===== config.mk =====
export PLATFORM = sky130hd
export DESIGN_NAME = card_datapath
export DESIGN_NICKNAME = d
export VERILOG_FILES = /design/src/rtl/card_pkg.sv /design/src/rtl/card_datapath_hand_score.sv /design/src/rtl/card_datapath.sv
export SDC_FILE = /design/constraint.sdc
export NUM_CORES = 1
export LEC_CHECK = 0
export CAP_MARGIN = 20
export CORE_AREA = 8 8 77 79
export DETAILED_ROUTE_END_ITERATION = 7
export DIE_AREA = 0 0 85 87
export PLACE_DENSITY = 0.94
export SYNTH_ARGS = -nofsm -noshare
export SYNTH_HDL_FRONTEND = slang
export SYNTH_SLANG_ARGS = --single-unit

===== constraint.sdc =====
create_clock -name slow_clock -period 6.9 [get_ports slow_clock]
set_clock_uncertainty 0.05 [all_clocks]
set_input_delay 1.035 -clock slow_clock [delete_from_list [all_inputs] [get_ports slow_clock]]
set_output_delay 1.035 -clock slow_clock [all_outputs]
set_load 0.03 [all_outputs]

===== src/rtl/card_pkg.sv =====
// -----------------------------------------------------------------------------
// card_pkg
// Shared types, constants and helpers for the baccarat card datapath.
//   rank_t        : 4-bit card rank, 1=A, 2..10, 11=J, 12=Q, 13=K, 0=empty slot
//   deal_state_t  : deal-order states S0 -> S_P1 -> S_D1 -> S_P2 -> S_D2
//                   -> (S_P3) -> S_D3
//   SLOT_*        : slot index of each card register in the slot arrays
//   card_value()  : baccarat value of a rank (0..9)
// -----------------------------------------------------------------------------
package card_pkg;

    typedef logic [3:0] rank_t;

    typedef enum logic [2:0] {
        S0   = 3'd0,
        S_P1 = 3'd1,
        S_D1 = 3'd2,
        S_P2 = 3'd3,
        S_D2 = 3'd4,
        S_P3 = 3'd5,
        S_D3 = 3'd6
    } deal_state_t;

    localparam rank_t RANK_MIN  = 4'd1;
    localparam rank_t RANK_MAX  = 4'd13;
    localparam int    NUM_SLOTS = 6;

    // Highest rank that scores its face value; 10 and court cards score 0.
    localparam rank_t RANK_FACE_MAX = 4'd9;

    // Slot indices, player cards first, then dealer cards.
    localparam int SLOT_P1 = 0;
    localparam int SLOT_P2 = 1;
    localparam int SLOT_P3 = 2;
    localparam int SLOT_D1 = 3;
    localparam int SLOT_D2 = 4;
    localparam int SLOT_D3 = 5;

    // Empty slots (0) and out-of-range ranks (14, 15) also score 0.
    function automatic rank_t card_value(input rank_t rank);
        if ((rank >= RANK_MIN) && (rank <= RANK_FACE_MAX)) begin
            return rank;
        end
        return 4'd0;
    endfunction

endpackage


===== src/rtl/card_datapath_hand_score.sv =====
// -----------------------------------------------------------------------------
// hand_score
// Combinational baccarat score of a three-card hand.
//   card_a, card_b, card_c : input  rank_t  card ranks (0 = empty)
//   score                  : output [3:0]   (sum of card values) mod 10
// -----------------------------------------------------------------------------
module hand_score
    import card_pkg::*;
(
    input  rank_t       card_a,
    input  rank_t       card_b,
    input  rank_t       card_c,
    output logic [3:0]  score
);

    rank_t      cards  [3];
    rank_t      values [3];
    logic [4:0] sum;

    assign cards[0] = card_a;
    assign cards[1] = card_b;
    assign cards[2] = card_c;

    genvar gi;
    generate
        for (gi = 0; gi < 3; gi++) begin : g_value
            assign values[gi] = card_value(cards[gi]);
        end
    endgenerate

    // Three values of at most 9 each give a sum of at most 27, so 5 bits hold
    // it and mod 10 reduces to at most two conditional subtractions.
    assign sum = {1'b0, values[0]} + {1'b0, values[1]} + {1'b0, values[2]};

    always_comb begin
        logic [4:0] reduced;
        reduced = sum;
        if (sum >= 5'd20) begin
            reduced = sum - 5'd20;
        end else if (sum >= 5'd10) begin
            reduced = sum - 5'd10;
        end
        score = reduced[3:0];
    end

endmodule


===== src/rtl/card_datapath.sv =====
// -----------------------------------------------------------------------------
// card_datapath
// Card registers, deal-order tracking and scoring for one baccarat hand.
//
// Ports
//   slow_clock               : in   the only clock, rising edge
//   resetb                   : in   synchronous reset, active high
//   load_pcard1/2/3          : in   player slot load strobes
//   load_dcard1/2/3          : in   dealer slot load strobes
//   new_card [3:0]           : in   rank being dealt (1..13)
//   pcard1/2/3, dcard1/2/3   : out  registered ranks, 0 = empty
//   pscore, dscore [3:0]     : out  hand scores 0..9
//   pcard3_val [3:0]         : out  baccarat value of pcard3
//   cards_dealt [2:0]        : out  number of slots loaded, 0..6
//   proto_err                : out  sticky load-protocol violation flag
//
// Build option
//   RANK_CHECK_EN : when defined, a load of rank 0, 14 or 15 is rejected as a
//                   protocol violation; otherwise any rank is stored as-is.
//
// Only NUM_SLOTS = 6 is supported.
// -----------------------------------------------------------------------------
module card_datapath #(
    parameter int NUM_SLOTS = 6
) (
    input  logic        slow_clock,
    input  logic        resetb,
    input  logic        load_pcard1,
    input  logic        load_pcard2,
    input  logic        load_pcard3,
    input  logic        load_dcard1,
    input  logic        load_dcard2,
    input  logic        load_dcard3,
    input  logic [3:0]  new_card,
    output logic [3:0]  pcard1,
    output logic [3:0]  pcard2,
    output logic [3:0]  pcard3,
    output logic [3:0]  dcard1,
    output logic [3:0]  dcard2,
    output logic [3:0]  dcard3,
    output logic [3:0]  pscore,
    output logic [3:0]  dscore,
    output logic [3:0]  pcard3_val,
    output logic [2:0]  cards_dealt,
    output logic        proto_err
);

    import card_pkg::*;

    deal_state_t            state_reg;
    deal_state_t            state_next;

    logic [NUM_SLOTS-1:0]   strobe;
    logic [NUM_SLOTS-1:0]   allowed_mask;
    logic [NUM_SLOTS-1:0]   occupied;
    logic [NUM_SLOTS-1:0]   slot_we;
    rank_t                  slot_q [NUM_SLOTS];

    logic                   any_strobe;
    logic                   rank_ok;
    logic                   accept;
    logic                   err_set;

    logic [2:0]             cards_dealt_reg;
    logic                   proto_err_reg;

    // Strobe vector in slot order.
    assign strobe[SLOT_P1] = load_pcard1;
    assign strobe[SLOT_P2] = load_pcard2;
    assign strobe[SLOT_P3] = load_pcard3;
    assign strobe[SLOT_D1] = load_dcard1;
    assign strobe[SLOT_D2] = load_dcard2;
    assign strobe[SLOT_D3] = load_dcard3;

    assign any_strobe = |strobe;

`ifdef RANK_CHECK_EN
    assign rank_ok = (new_card >= RANK_MIN) && (new_card <= RANK_MAX);
`else
    assign rank_ok = 1'b1;
`endif

    // A load is taken only if it is the single strobe this edge, the current
    // state expects it, its slot is still empty and the rank is acceptable.
    // Anything else with a strobe high is a violation and changes nothing
    // except the sticky error flag.
    assign accept = $onehot(strobe)
                 && ((strobe & allowed_mask) == strobe)
                 && ((strobe & occupied) == '0)
                 && rank_ok;

    // ---------------------------------------------------------------------
    // FSM: state register
    // ---------------------------------------------------------------------
    always_ff @(posedge slow_clock) begin
        if (resetb) begin
            state_reg <= S0;
        end else begin
            state_reg <= state_next;
        end
    end

    // ---------------------------------------------------------------------
    // FSM: next state. The state after an accepted load is fixed by which
    // slot was loaded, so the transition is keyed on the strobe.
    // ---------------------------------------------------------------------
    always_comb begin
        allowed_mask = '0;
        state_next   = state_reg;

        case (state_reg)
            S0:      allowed_mask[SLOT_P1] = 1'b1;
            S_P1:    allowed_mask[SLOT_D1] = 1'b1;
            S_D1:    allowed_mask[SLOT_P2] = 1'b1;
            S_P2:    allowed_mask[SLOT_D2] = 1'b1;
            S_D2: begin
                // Either side may take a third card here; the dealer may
                // still draw after the player has taken one.
                allowed_mask[SLOT_P3] = 1'b1;
                allowed_mask[SLOT_D3] = 1'b1;
            end
            S_P3:    allowed_mask[SLOT_D3] = 1'b1;
            default: allowed_mask = '0;     // S_D3 is terminal
        endcase

        if (accept) begin
            if (strobe[SLOT_P1]) state_next = S_P1;
            if (strobe[SLOT_D1]) state_next = S_D1;
            if (strobe[SLOT_P2]) state_next = S_P2;
            if (strobe[SLOT_D2]) state_next = S_D2;
            if (strobe[SLOT_P3]) state_next = S_P3;
            if (strobe[SLOT_D3]) state_next = S_D3;
        end
    end

    // ---------------------------------------------------------------------
    // FSM: outputs (slot write enables and error set)
    // ---------------------------------------------------------------------
    always_comb begin
        slot_we = '0;
        err_set = 1'b0;
        if (accept) begin
            slot_we = strobe;
        end else if (any_strobe) begin
            err_set = 1'b1;
        end
    end

    // ---------------------------------------------------------------------
    // Card registers. Occupancy is tracked separately from the rank so that
    // an unchecked rank-0 load still counts as a filled slot.
    // ---------------------------------------------------------------------
    genvar gi;
    generate
        for (gi = 0; gi < NUM_SLOTS; gi++) begin : g_slot
            rank_t card_reg;
            logic  occupied_reg;

            always_ff @(posedge slow_clock) begin
                if (resetb) begin
                    card_reg     <= '0;
                    occupied_reg <= 1'b0;
                end else if (slot_we[gi]) begin
                    card_reg     <= new_card;
                    occupied_reg <= 1'b1;
                end
            end

            assign slot_q[gi]   = card_reg;
            assign occupied[gi] = occupied_reg;
        end
    endgenerate

    // ---------------------------------------------------------------------
    // Deal counter and sticky error flag
    // ---------------------------------------------------------------------
    always_ff @(posedge slow_clock) begin
        if (resetb) begin
            cards_dealt_reg <= 3'd0;
            proto_err_reg   <= 1'b0;
        end else begin
            if (accept) begin
                cards_dealt_reg <= cards_dealt_reg + 3'd1;
            end
            if (err_set) begin
                proto_err_reg <= 1'b1;
            end
        end
    end

    // ---------------------------------------------------------------------
    // Scoring
    // ---------------------------------------------------------------------
    hand_score u_player_score (
        .card_a (slot_q[SLOT_P1]),
        .card_b (slot_q[SLOT_P2]),
        .card_c (slot_q[SLOT_P3]),
        .score  (pscore)
    );

    hand_score u_dealer_score (
        .card_a (slot_q[SLOT_D1]),
        .card_b (slot_q[SLOT_D2]),
        .card_c (slot_q[SLOT_D3]),
        .score  (dscore)
    );

    // Value of the player's third card alone, for the dealer draw rules.
    hand_score u_pcard3_value (
        .card_a (slot_q[SLOT_P3]),
        .card_b (4'd0),
        .card_c (4'd0),
        .score  (pcard3_val)
    );

    assign pcard1      = slot_q[SLOT_P1];
    assign pcard2      = slot_q[SLOT_P2];
    assign pcard3      = slot_q[SLOT_P3];
    assign dcard1      = slot_q[SLOT_D1];
    assign dcard2      = slot_q[SLOT_D2];
    assign dcard3      = slot_q[SLOT_D3];
    assign cards_dealt = cards_dealt_reg;
    assign proto_err   = proto_err_reg;

endmodule


* After elaboration in Yosys (flattened, before gate mapping) *
Index checks and enable logic that the tools add are counted.

storage, ports and cells
  input bits = 12
  bits in latches = 0
  flip-flop bits (word level) = 37
  ROM bits = 0
  word-level logic and storage cells = 111
  memories = 0
  memory bits (writable) = 0

operators by class
  order comparisons = 18
  mux-type cells = 39
  multipliers = 0
  bitwise gates (word level) = 2
  shift-type cells = 0
  div/mod/pow operators = 0
  reductions and logical operators = 14
  eq/ne operators = 7
  $add $sub $neg = 16

operators by type and width
  operator                                                           number
  two-way mux 4 bit                                                  18
  greater-or-equal comparator 4 x 1 -> 1 bit, second input constant  6
  less-or-equal comparator 4 bit, second input constant              6
  two-way mux 3 bit                                                  6
  two-way mux 1 bit                                                  14
  AND 6 bit                                                          2
  subtractor 4 x 3 -> 4 bit, second input constant                   3
  subtractor 4 bit, second input constant                            3
  adder 4 x 4 -> 5 bit                                               2
  adder 5 x 4 -> 5 bit                                               2
  greater-or-equal comparator 5 x 4 -> 1 bit, second input constant  2
  greater-or-equal comparator 5 bit, second input constant           2
  logical AND 1 bit                                                  8
  adder 1 x 1 -> 2 bit                                               3
  equality test 3 x 1 -> 1 bit, second input constant                2
  equality test 3 x 2 -> 1 bit, second input constant                2
  equality test 3 bit, second input constant                         2
  equality test 6 bit                                                1
  zero test 6 bit                                                    1
  two-way mux 6 bit                                                  1
  nonzero test 6 bit                                                 1
  OR reduction 6 bit                                                 1
  greater-or-equal comparator 4 x 5 -> 1 bit, second input constant  1
  greater-or-equal comparator 4 bit, second input constant           1
  6 further kinds                                                    6

* Logic depth before layout (Yosys ltp) *
  depth in word-level cells = 9
  depth in mapped cells = 13

* Cells and area by module *
From an unflattened synthesis, not the netlist that was laid out.

unflattened totals
  cells, all modules = 331
  area total of the unflattened synthesis = 3,006.6 sq um

modules (own cells, without submodules)
  module         sequential area each (sq um)  cells each  instances  area an instance (sq um)
  card_datapath  740.7                         169         1          1,610.3
  hand_score     0.0                           54          3          465.4

* Worst setup path before layout *
No wires, ideal clock.

  path kind = reg-to-output
  start = register g_slot[2].card_reg[3] (netlist: pcard3[3])
  end = output port pscore[3]
  path buffers = 0
  path slack = 2.457 ns
  stages on the path, launching flop included = 12
  arrival = 3.358 ns
  path through = dfxtp_1 -> nand2b_1 -> inv_1 -> fa_1 -> ha_1 -> fa_1 -> xnor2_1 -> ha_1 -> a31oi_1 -> nand2_1 -> o21ai_0 -> o31ai_1

between the ends
  cells in the longest elaborated chain, start to end = 8

RTL lines
  what                                                                                          line                                                            RTL
  from (decl)                                                                                   card_datapath.sv:156                                            rank_t card_reg;
  from (signal assigned)                                                                        card_datapath.sv:164                                            card_reg <= new_card;
  greater-or-equal comparator 4 x 1 -> 1 bit or less-or-equal comparator 4 bit (tied branches)  card_pkg.sv:41                                                  if ((rank >= RANK_MIN) && (rank <= RANK_FACE_MAX)) begin
  logical AND 1 bit                                                                             card_pkg.sv:41
  two-way mux 1 bit                                                                             card_pkg.sv:41
  two-way mux 4 bit (*)                                                                         card_pkg.sv:44                                                  return 4'd0;
  adder 5 x 4 -> 5 bit (*)                                                                      card_datapath_hand_score.sv:33                                  assign sum = {1'b0, values[0]} + {1'b0, values[1]} + {1'b0, values[2]};
  subtractor 4 bit or greater-or-equal comparator 5 x 4 -> 1 bit (tied branches)                card_datapath_hand_score.sv:41, card_datapath_hand_score.sv:40
  two-way mux 4 bit                                                                             card_datapath_hand_score.sv:40                                  end else if (sum >= 5'd10) begin
  two-way mux 4 bit (*)                                                                         card_datapath_hand_score.sv:38                                  if (sum >= 5'd20) begin
  to (decl)                                                                                     card_datapath.sv:41                                             output logic [3:0] pscore,

Mark *: on every way between the ends. The rest lies on a longest branch, timed or not. The select of a mux whose other input is x is not followed.

* Worst setup path in the final report *
  start = register g_slot[2].card_reg[3] (netlist: pcard3[3])
  end = output port pscore[2]

The elaborated chain is that of the path after synthesis.

==> results.py <==
metrics = {
    "run_status": {
        "status": "complete, no violations",
    },
    "timing": {
        "slew_headroom_pct": 54.7,
        "layout_setup_ws_ps": 1820,
        "max_freq_mhz": 197,
        "min_period_ps": 5080,
        "final-setup-viol-count": 0,
        "maxSlewViolCount": 0,
        "finalCritPeriodShare_pct": 73.7,
        "rsz0062_at_grt": "no",
        "setup-tns-final_ps": 0,
        "hold_violations": 0,
        "worst_pin_slew_ps": 679,
    },
    "synth": {
        "synth_most_common_cell": "dfxtp_1",
        "async_flop_share_pct": 0,
        "synth_top_area_share_pct": 29.7,
        "synth_top_family_by_area": "adder cells",
        "syn-mean-instance-area_um2": 8.96,
        "synth_cell_type_count": 45,
        "ys_seq_area_share_pct": 29.7,
        "synth_ff_type": "dfxtp_1",
        "synth_edf_count": 0,
        "yosysTopAreaCell": "dfxtp_1",
        "yosysWarnings": 0,
        "synth_xor_area_share_pct": 2.46,
        "synthCells": 278,
        "synth-simple-area-share_pct": 18.0,
        "synth.mux.area_fraction_pct": 11.3,
        "synth-seq-cells": 37,
        "synth_area_leaders": "dfxtp_1, mux2i_1, fa_1",
        "synth-compound-area-share_pct": 13.4,
        "synthTopCellsByCount": "dfxtp_1, nor2_1, inv_1",
        "synthAdderAreaFrac_pct": 19.0,
        "synth_nets": 320,
        "syn_area_mm2": 0.00249,
    },
    "clock_network": {
        "post_cts_buffers": 0,
        "clk_latency_ps": 290,
        "clk_pin_slew_worst_paths_ps": 70,
        "h-tree-depth": 2,
        "cts-hold-fix-buffers": 0,
        "cts_tree": "done",
        "cts_buffer_depth": 2,
        "ctsRootBufferMaster": "clkbuf_8",
        "cts_buffers": 5,
        "clock-sinks": 37,
        "ctsResizeCount": 0,
    },
    "cells_and_area": {
        "final_cells": 385,
        "fin_nets": 370,
        "fin_util_pct": 65.2,
        "regArea_um2": 741,
        "fill_cells": 401,
        "drive_gt1_share_pct": 3.95,
        "diodes": 0,
        "largest_reg_flops": 6,
        "syn_to_final_growth_pct": 26.8,
        "multi_input_area_mm2": 0.00160,
        "final_area_mm2": 0.00316,
    },
    "placement": {
        "place_inst": 377,
        "hpwl_um": 4540,
        "routabilityCongestion": 0.896,
        "postPlaceCellArea_mm2": 0.00304,
        "placement.io_buffers": 51,
        "place_ws_ps": 2080,
    },
    "power_and_ir_drop": {
        "ir_drop_uv": 72.8,
        "p_per_area_mw_per_mm2": 142,
        "leakagePower_nw": 1.49,
    },
    "die": {
        "die_width_um": 85,
        "die_y_um": 87,
        "rows": 26,
        "io-pin-count": 52,
        "dieArea_mm2": 0.00740,
        "core-area_mm2": 0.00485,
        "start_util_pct": 51.4,
    },
    "critical_path": {
        "cp.required_ps": 5810,
        "crit_path_end_kind": "output pin",
        "path_class": "reg -> out",
        "critPathLaunchType": "flop",
        "cp.arrival_ps": 4000,
        "path_max_fanout": 6,
    },
    "flow_run": {
        "max-cap-violations": 0,
    },
    "drt": {
        "wl_um": 6020,
        "num_vias": 2192,
        "drt-pass1-iter-count": 7,
        "wl_per_cell_um": 15.6,
        "drc_errors": 0,
        "avgViaCountPerCell": 5.69,
        "ant_nets": 0,
        "drt-initial-drc-count": 173,
    },
    "grt": {
        "grt_antenna_before_repair": 0,
        "grt_pass1_vias": 2218,
        "grt-ovfl-total": 0,
        "grt.total_usage_pct": 16.9,
        "grt_max_degree": 38,
        "grt_pass1_wl_um": 10300,
    },
    "worst_hold_path": {
        "min-delay-path-class": "reg -> reg",
    },
}
-- layer usage --
layer / up-vias / share of wire [%] / global-route usage, %
met2: 79 / 51 / 30.9
met3: 11 / 5.6 / 3.30
met5: - / 0 / 0
met4: 0 / 1.8 / 6.31
met1: 1054 / 41 / 18.8
li1: 1048 / - / -
-- power by group --
part	switching (W)	internal, W
registers	0.000000526	0.000214
clock network	0.0000775	0.000117
logic	0.0000230	0.0000156
total	0.000101	0.000347
-- kinds of logic (layout without fill, tap and decap cells) --
group / count (synthesis) / count (layout)
AOI/OAI and AO/OA: 54 / 54
xor gates and xnor gates: 7 / 7
adders and majority gates: 30 / 30
buffers and inverters: 39 / 90
DFF: 37 / 37
muxes: 28 / 28
and+or+nand+nor: 83 / 83
-- layout by cell type (no fill, tap or decap), types with 2 or more instances in the layout --
| cell | instances |
|---|---|
| a211o_1 | 2 |
| a21o_1 | 3 |
| a21oi_1 | 16 |
| and2_1 | 4 |
| clkbuf_8 | 6 |
| clkdlybuf4s50_1 | 51 |
| dfxtp_1 | 37 |
| fa_1 | 13 |
| ha_1 | 17 |
| inv_1 | 30 |
| mux2i_1 | 27 |
| nand2_1 | 7 |
| nand2b_1 | 9 |
| nand3b_1 | 3 |
| nand4_1 | 4 |
| nor2_1 | 31 |
| nor2b_1 | 6 |
| nor3b_1 | 9 |
| o2111ai_1 | 2 |
| o21ai_0 | 19 |
| o22ai_1 | 2 |
| or3_1 | 2 |
| xnor2_1 | 5 |
| xor2_1 | 2 |
-- worst max-delay path: stages, from the launching register on --
cell             delay, ps
dfxtp_1                420
nand2b_1               180
inv_1                  100
fa_1                   490
ha_1                   240
fa_1                   590
inv_1                  100
ha_1                   230
a21oi_1                200
nand2_1                 80
a221oi_1               290
a21o_1                 120
clkdlybuf4s50_1        660
-- path summary, 6_finish.rpt --
kind | cells after the start | start | slack, ps | to
worst min-delay path | 2 | g_slot[5].occupied_reg | 400 | g_slot[5].occupied_reg
worst max-delay path | 12 | pcard3[3] | 1820 | pscore[2]
worst max register to register | 5 | g_slot[1].occupied_reg | 5040 | dcard2[3]
worst min register to register | 2 | g_slot[5].occupied_reg | 400 | g_slot[5].occupied_reg
-- final cells by class --
| type | instances | share of cell area [%] |
|---|---|---|
| multi-input combinational | 202 | 50.6 |
| sequential | 37 | 23.4 |
| timing repair buffer | 52 | 16.4 |
| inverter | 30 | 3.56 |
| clock buffer | 6 | 2.61 |
| tap | 56 | 2.22 |
| clock inverter | 2 | 1.19 |
-- stage by stage --
stage	total power, W	hold WS (ps)
6_report	0.000448	405
5_1_grt	0.000465	430
4_1_cts	0.000451	405
3_5_place_dp	0.000258	395
3_3_place_gp	0.000256	385
2_1_floorplan	0.000243	372
(Power assumes the default switching activity.)
